==> src/rtl/dcp_pkg.sv <==
// Shared constants for the debug control panel: ASCII codes, request type codes
// and the state encoding of the TX formatter FSM.
package dcp_pkg;

   localparam logic [7:0] ASCII_SPACE = 8'h20;
   localparam logic [7:0] ASCII_CR    = 8'h0D;
   localparam logic [7:0] ASCII_LF    = 8'h0A;
   localparam logic [7:0] ASCII_0     = 8'h30;
   localparam logic [7:0] ASCII_A     = 8'h41;
   localparam logic [7:0] ASCII_LA    = 8'h61;

   localparam logic TX_CHAR = 1'b0;
   localparam logic TX_HEX  = 1'b1;

   localparam logic [1:0] ST_IDLE_ENC = 2'd0;
   localparam logic [1:0] ST_SEND_ENC = 2'd1;
   localparam logic [1:0] ST_DONE_ENC = 2'd2;

   typedef enum logic [1:0] {
      ST_IDLE = ST_IDLE_ENC,
      ST_SEND = ST_SEND_ENC,
      ST_DONE = ST_DONE_ENC
   } tx_state_t;

endpackage

==> src/rtl/dcp_tx_formatter_if.sv <==
// DCP request/ack side and UART TX valid/ready side of the TX formatter.
interface dcp_tx_formatter_if #(
   parameter int unsigned DW = 32
) ();

   logic          req_tx;
   logic          type_tx;
   logic [DW-1:0] dout_tx;
   logic          ack_tx;
   logic          busy;
   logic          rdy_tx;
   logic          vld_tx;
   logic [7:0]    d_tx;

   modport master (
      output req_tx, type_tx, dout_tx, rdy_tx,
      input  ack_tx, busy, vld_tx, d_tx
   );

   modport slave (
      input  req_tx, type_tx, dout_tx, rdy_tx,
      output ack_tx, busy, vld_tx, d_tx
   );

endinterface

==> src/rtl/dcp_tx_formatter_nibble_to_ascii.sv <==
// Combinational nibble to ASCII hex digit converter.
module nibble_to_ascii
   import dcp_pkg::*;
#(
   parameter bit HEX_UPPER = 1'b1
) (
   input  logic [3:0] nib,
   output logic [7:0] asc_c
);

   localparam logic [7:0] ALPHA_BASE = HEX_UPPER ? ASCII_A : ASCII_LA;

   always_comb begin
      if (nib < 4'd10) asc_c = ASCII_0 + 8'(nib);
      else             asc_c = ALPHA_BASE + 8'(nib) - 8'd10;
   end

endmodule

==> src/rtl/dcp_tx_formatter.sv <==
// DCP output stage: turns one print request (char or hex word) into a byte
// stream on a valid/ready link and acks the DCP when the last byte is taken.
module dcp_tx_formatter
   import dcp_pkg::*;
#(
   parameter int unsigned DW        = 32,
   parameter bit          HEX_UPPER = 1'b1
) (
   input logic              clk,
   input logic              rst,
   dcp_tx_formatter_if.slave bus
);

   localparam int unsigned NDIG = DW / 4;
   localparam int unsigned CW   = (NDIG > 1) ? $clog2(NDIG) : 1;

   tx_state_t     state, state_nxt;
   logic [CW-1:0] cnt, cnt_nxt, idx_c;
   logic [DW-1:0] word, word_nxt;
   logic          vld, vld_nxt;
   logic [7:0]    d, d_nxt;
   logic          ack, ack_nxt;
   logic          busy, busy_nxt;
   logic [3:0]    nib_c;
   logic [7:0]    asc_c;

   // In IDLE the converter previews the top digit of the incoming word,
   // otherwise it prepares the digit after the one currently on d_tx.
   assign idx_c = cnt - CW'(1);
   always_comb begin
      if (state == ST_IDLE) nib_c = bus.dout_tx[DW-1 -: 4];
      else                  nib_c = word[{idx_c, 2'b00} +: 4];
   end

   nibble_to_ascii #(.HEX_UPPER(HEX_UPPER)) u_n2a (
      .nib   (nib_c),
      .asc_c (asc_c)
   );

   always_comb begin
      state_nxt = state;
      cnt_nxt   = cnt;
      word_nxt  = word;
      vld_nxt   = vld;
      d_nxt     = d;
      unique case (state)
         ST_IDLE: begin
            if (bus.req_tx) begin
               word_nxt  = bus.dout_tx;
               cnt_nxt   = (bus.type_tx == TX_HEX) ? CW'(NDIG - 1) : '0;
               d_nxt     = (bus.type_tx == TX_HEX) ? asc_c : bus.dout_tx[7:0];
               vld_nxt   = 1'b1;
               state_nxt = ST_SEND;
            end
         end
         ST_SEND: begin
            if (vld && bus.rdy_tx) begin
               if (cnt == '0) begin
                  vld_nxt   = 1'b0;
                  state_nxt = ST_DONE;
               end else begin
                  cnt_nxt = idx_c;
                  d_nxt   = asc_c;
               end
            end
         end
         ST_DONE: state_nxt = ST_IDLE;
         default: state_nxt = ST_IDLE;
      endcase
      ack_nxt  = (state_nxt == ST_DONE);
      busy_nxt = (state_nxt != ST_IDLE);
   end

   always_ff @(posedge clk) begin
      if (rst) begin
         state <= ST_IDLE;
         cnt   <= '0;
         word  <= '0;
         vld   <= 1'b0;
         d     <= 8'h00;
         ack   <= 1'b0;
         busy  <= 1'b0;
      end else begin
         state <= state_nxt;
         cnt   <= cnt_nxt;
         word  <= word_nxt;
         vld   <= vld_nxt;
         d     <= d_nxt;
         ack   <= ack_nxt;
         busy  <= busy_nxt;
      end
   end

   assign bus.vld_tx = vld;
   assign bus.d_tx   = d;
   assign bus.ack_tx = ack;
   assign bus.busy   = busy;

endmodule

==> src/flat_wrapper.sv <==
// flat-port wrapper written by rule: the top's interface ports become plain ports
module dcp_tx_formatter_flat import dcp_pkg::*;
#(
   parameter int unsigned DW        = 32,
   parameter bit          HEX_UPPER = 1'b1
)
  (clk, rst, bus_req_tx, bus_type_tx, bus_dout_tx, bus_rdy_tx, bus_ack_tx, bus_busy, bus_vld_tx, bus_d_tx);
  dcp_tx_formatter_if #(.DW(DW)) bus_i ();
  input logic clk;
  input logic rst;
  input wire logic [$bits(bus_i.req_tx)-1:0] bus_req_tx;
  input wire logic [$bits(bus_i.type_tx)-1:0] bus_type_tx;
  input wire logic [$bits(bus_i.dout_tx)-1:0] bus_dout_tx;
  input wire logic [$bits(bus_i.rdy_tx)-1:0] bus_rdy_tx;
  output wire logic [$bits(bus_i.ack_tx)-1:0] bus_ack_tx;
  output wire logic [$bits(bus_i.busy)-1:0] bus_busy;
  output wire logic [$bits(bus_i.vld_tx)-1:0] bus_vld_tx;
  output wire logic [$bits(bus_i.d_tx)-1:0] bus_d_tx;
  assign bus_i.req_tx = bus_req_tx;
  assign bus_i.type_tx = bus_type_tx;
  assign bus_i.dout_tx = bus_dout_tx;
  assign bus_i.rdy_tx = bus_rdy_tx;
  assign bus_ack_tx = bus_i.ack_tx;
  assign bus_busy = bus_i.busy;
  assign bus_vld_tx = bus_i.vld_tx;
  assign bus_d_tx = bus_i.d_tx;
  dcp_tx_formatter #(.DW(DW), .HEX_UPPER(HEX_UPPER)) u_core (.clk(clk), .rst(rst), .bus(bus_i));
endmodule
==> config.mk <==
export PLATFORM = sky130hd
export DESIGN_NAME = dcp_tx_formatter_flat
export DESIGN_NICKNAME = d
export VERILOG_FILES = /design/src/rtl/dcp_pkg.sv /design/src/rtl/dcp_tx_formatter_if.sv /design/src/rtl/dcp_tx_formatter_nibble_to_ascii.sv /design/src/rtl/dcp_tx_formatter.sv /design/src/flat_wrapper.sv
export SDC_FILE = /design/constraint.sdc
export NUM_CORES = 1
export LEC_CHECK = 0
export BUFFER_PORTS_ARGS = -buffer_cell sky130_fd_sc_hd__buf_2
export CAP_MARGIN = 20
export CORE_UTILIZATION = 50
export CTS_CLUSTER_DIAMETER = 120
export DETAILED_ROUTE_END_ITERATION = 10
export GPL_TIMING_DRIVEN = 0
export PLACE_DENSITY = 0.74
export SLEW_MARGIN = 20
export SYNTH_ARGS = -nofsm -noshare
export SYNTH_HDL_FRONTEND = slang
export SYNTH_SLANG_ARGS = --single-unit
==> constraint.sdc <==
create_clock -name clk -period 3.5 [get_ports clk]
set_input_delay 0.35 -clock clk [delete_from_list [all_inputs] [get_ports clk]]
set_output_delay 0.35 -clock clk [all_outputs]
set_load 0.01 [all_outputs]
==> results.md <==
* Outcome: finished clean
* Via count at 2083
* Setup TNS Final at 0 ns
* Global-route wire length before repair at 9.07 mm
* Via/cell ratio at about 5.5
* Syn. warnings at 0
* CTS root buf: clkbuf_8
* Crit Path Class: register to register
* Hold WC Path Type: input port to register
* Ranking of synthesized cells by area: dfxtp_1 (42%), nand2_1 (13%), a21oi_1 (9.2%)
* Critical path startpoint: u_core.cnt[0]$_SDFFE_PP0P_
* CTS buffer count at 5
* Seq/Total Area, Yosys at between 40% and 50%
* Clock Skew at 0.00551 ns
* Hold Crit Start: bus_dout_tx[17]
* R2R cell count at 12
* Drt wl/cell at 14.1 microns
* Post-synth EDFFs at 0
* Initial Util at 52.2%
* Required @ worst endpoint at 3.73 ns
* Async S/R FF share, synth at 0%
* Detailed Routing Iterations Pass 1 at 4
* Post-CTS Setup Inserts at 0
* Die area at just under 5000 sq um
* MaxCap Viol Count at 0
* Post-DP HPWL at 4.03 mm
* Clk Latency, worst-skew pair at between 0.3 and 0.4 ns
* CTS HTree Levels at 2
* Post-Synth Simple-Gate Area at 22.7%
* Critical path endpoint category: register
* #FFs+latches synth at 48
* PortBufs at 47
* Leak at 1.09 nW
* Reg clk slew, reported paths at 0.09 ns
* Period utilization at 79.3%
* Post-route DRC at 0
* Main combinational cell family by area after synthesis: simple AND/OR/NAND/NOR gates
* Synthesis-to-layout area growth at 17.4%
* Fill cell count at 402
* GRT Residual Overflow at 0
* Finished layout cell area at 2670 sq um
* # setup viols final at 0
* Commonest cells after routing, fill and taps aside: nand2_1 (77), dfxtp_1 (48), buf_2 (47)
* Core Area at 4350 sq um
* Total GRT Usage at roughly a quarter
* Die width at 69.5 microns
* Routed Antenna Nets at 0
* Longest Clk Path Bufs at 2
* Fin. Hold Viols at 0
* WL final at 5.36 mm
* Synth Area in XOR/XNOR at 1.10%
* Synth Area in Adders at 1.65%
* Hold buffer count at cts at 0
* Final worst path period need at 2.77 ns
* Pwr dens at 478 nW/um^2
* Post-synthesis compound-gate area fraction at 17.2%
* Slowest cell on crit path: mux4_2
* Synth top area share at 42.2%
* Synth area leader: dfxtp_1
* Clock sink count at 48
* Netlist cell types at 46
* Post-CTS Resized at 0
* GP Congestion at 0.829
* F_max at 0.360 GHz
* Flop-to-flop setup slack at 0.73 ns
* Crit start category: register
* FP Rows at 24
* Cells after Synth at 275
* Largest net degree at the start of global routing at 14
* Mean Syn Cell Area at a little over 8 sq um
* Reg2reg end: u_core.bus.d_tx[6]$_SDFFE_PP0P_
* Initial DRC count at 158
* Syn_nets at approximately 320
* N_diodes at 0
* Crit path cell chain: buf_6 -> inv_2 -> ha_1 -> buf_6 -> buf_12 -> mux2i_1 -> mux4_2 -> o21a_4 -> ha_1 -> o21ai_2 -> nand3_1 -> a211oi_2
* Most common cell after layout, fill and taps aside: nand2_1
* # IOs at 48
* Relative slew margins at ~57%
* Initial antenna violation count at 0
* R2r startpoint: u_core.cnt[0]$_SDFFE_PP0P_
* Fin. max-slew vios at 0
* Slew @ Worst Pin at about 0.64 ns
* Critical path fanouts, max at 10
* Slowest Stage Delay on Critical Path at about 0.47 ns
* Mux cell area share after synthesis at 10.5%
* Synth Flop Type: dfxtp_1
* Critical path arrival at roughly 3.0 ns
* Layout cells sized above 1 at between 20% and 30%
* Crit path capture: u_core.bus.d_tx[6]$_SDFFE_PP0P_
* Layout net count at 369
* Number of global-route vias before repair at between 1500 and 2000
* Die height at just under 70 microns
* Max VDD drop at 270 uV
* RSZ-0062 raised after global routing: false
* CTS tree: built
* Cell Area, Placed at 2570 sq um
* Synth Cell Area at roughly 2300 sq um
[layout make-up]
type,count,area (sq um),share of cell area [%]
Buffer,18,98.8,3.70
Multi-Input combinational cell,207,1210,45.2
Inverter,2,7.51,0.281
Timing Repair Buffer,47,235,8.81
Sequential cell,48,961,36.0
Tap cell,52,65.1,2.44
Clock buffer,7,96.3,3.61
[registers in the layout (all words and copies together) (netlist names)]
name,count
u_core.bus.busy,1
u_core.bus.ack_tx,1
u_core.bus.vld_tx,1
u_core.bus.d_tx,8
u_core.word,32
u_core.state,2
u_core.cnt,3
[per-layer routing]
| metal | GRT usage [%] | vias to the layer above | routed length [microns] |
|---|---|---|---|
| met5 | 0 | - | 0 |
| met4 | 7.26 | 0 | 61 |
| met3 | 4.94 | 7 | 268 |
| met2 | 39.3 | 52 | 2560 |
| met1 | 31.1 | 972 | 2470 |
| li1 | - | 1052 | - |
[logic make-up after synthesis]
group / count (synthesis)
multiplexers: 18
buffers and inverters: 20
flip-flops: 48
AO/OA/AOI/OAI: 64
adder cells (fa/ha/maj): 3
AND/OR/NAND/NOR: 120
XOR/XNOR: 2
[through the flow]
stage                     total power [mW]  worst slack [ns]  instances  hold WS [ns]  util, %
after detailed placement             0.933             0.770        374         0.442     59.1
after global routing                  1.34             0.552        381         0.271     61.4
final                                 1.28             0.725        381         0.268     61.4
after global placement               0.925             0.785        374         0.440     59.1
after CTS                             1.28             0.732        381         0.268     61.4
after floorplan                      0.843             0.936        275         0.432        -
[worst min-delay path by stage]
stage                                      end  slack (ns)  cells after the start
6_report          u_core.word[17]$_SDFFE_PP0P_        0.27                      3
5_1_grt           u_core.word[12]$_SDFFE_PP0P_        0.27                      3
4_1_cts           u_core.word[14]$_SDFFE_PP0P_        0.27                      3
3_5_place_dp   u_core.bus.d_tx[7]$_SDFFE_PP0P_        0.44                      2
3_3_place_gp   u_core.bus.d_tx[7]$_SDFFE_PP0P_        0.44                      2
2_1_floorplan     u_core.word[24]$_SDFFE_PP0P_        0.43                      2
[power breakdown]
group | switching (mW) | leakage (nW) | internal (mW)
logic | 0.177 | 0.648 | 0.136
registers | 0.0219 | 0.395 | 0.586
clock network | 0.179 | 0.0503 | 0.176
[cells in the mapped netlist (2+ instances only)]
master / instances
nor3_1: 5
buf_6: 2
nand3_1: 8
ha_1: 3
nand2b_1: 3
o211ai_1: 2
mux4_2: 3
o21a_4: 2
dfxtp_1: 48
clkbuf_1: 14
nand2_1: 77
nor2_1: 14
and2_1: 2
o21ai_0: 5
a21oi_1: 42
nand4_1: 3
mux2i_1: 12
nor2b_1: 2
[critical path, delay by kind of cell, from the launching register on]
kind | cells | cell delay, ns
AO/OA/AOI/OAI | 3 | 0.61
adder cells (fa/ha/maj) | 2 | 0.55
buffers and inverters | 4 | 0.51
flip-flops | 1 | 0.33
multiplexers | 2 | 0.58
AND/OR/NAND/NOR | 1 | 0.12
Note: power is estimated with default switching activity, not from simulation.
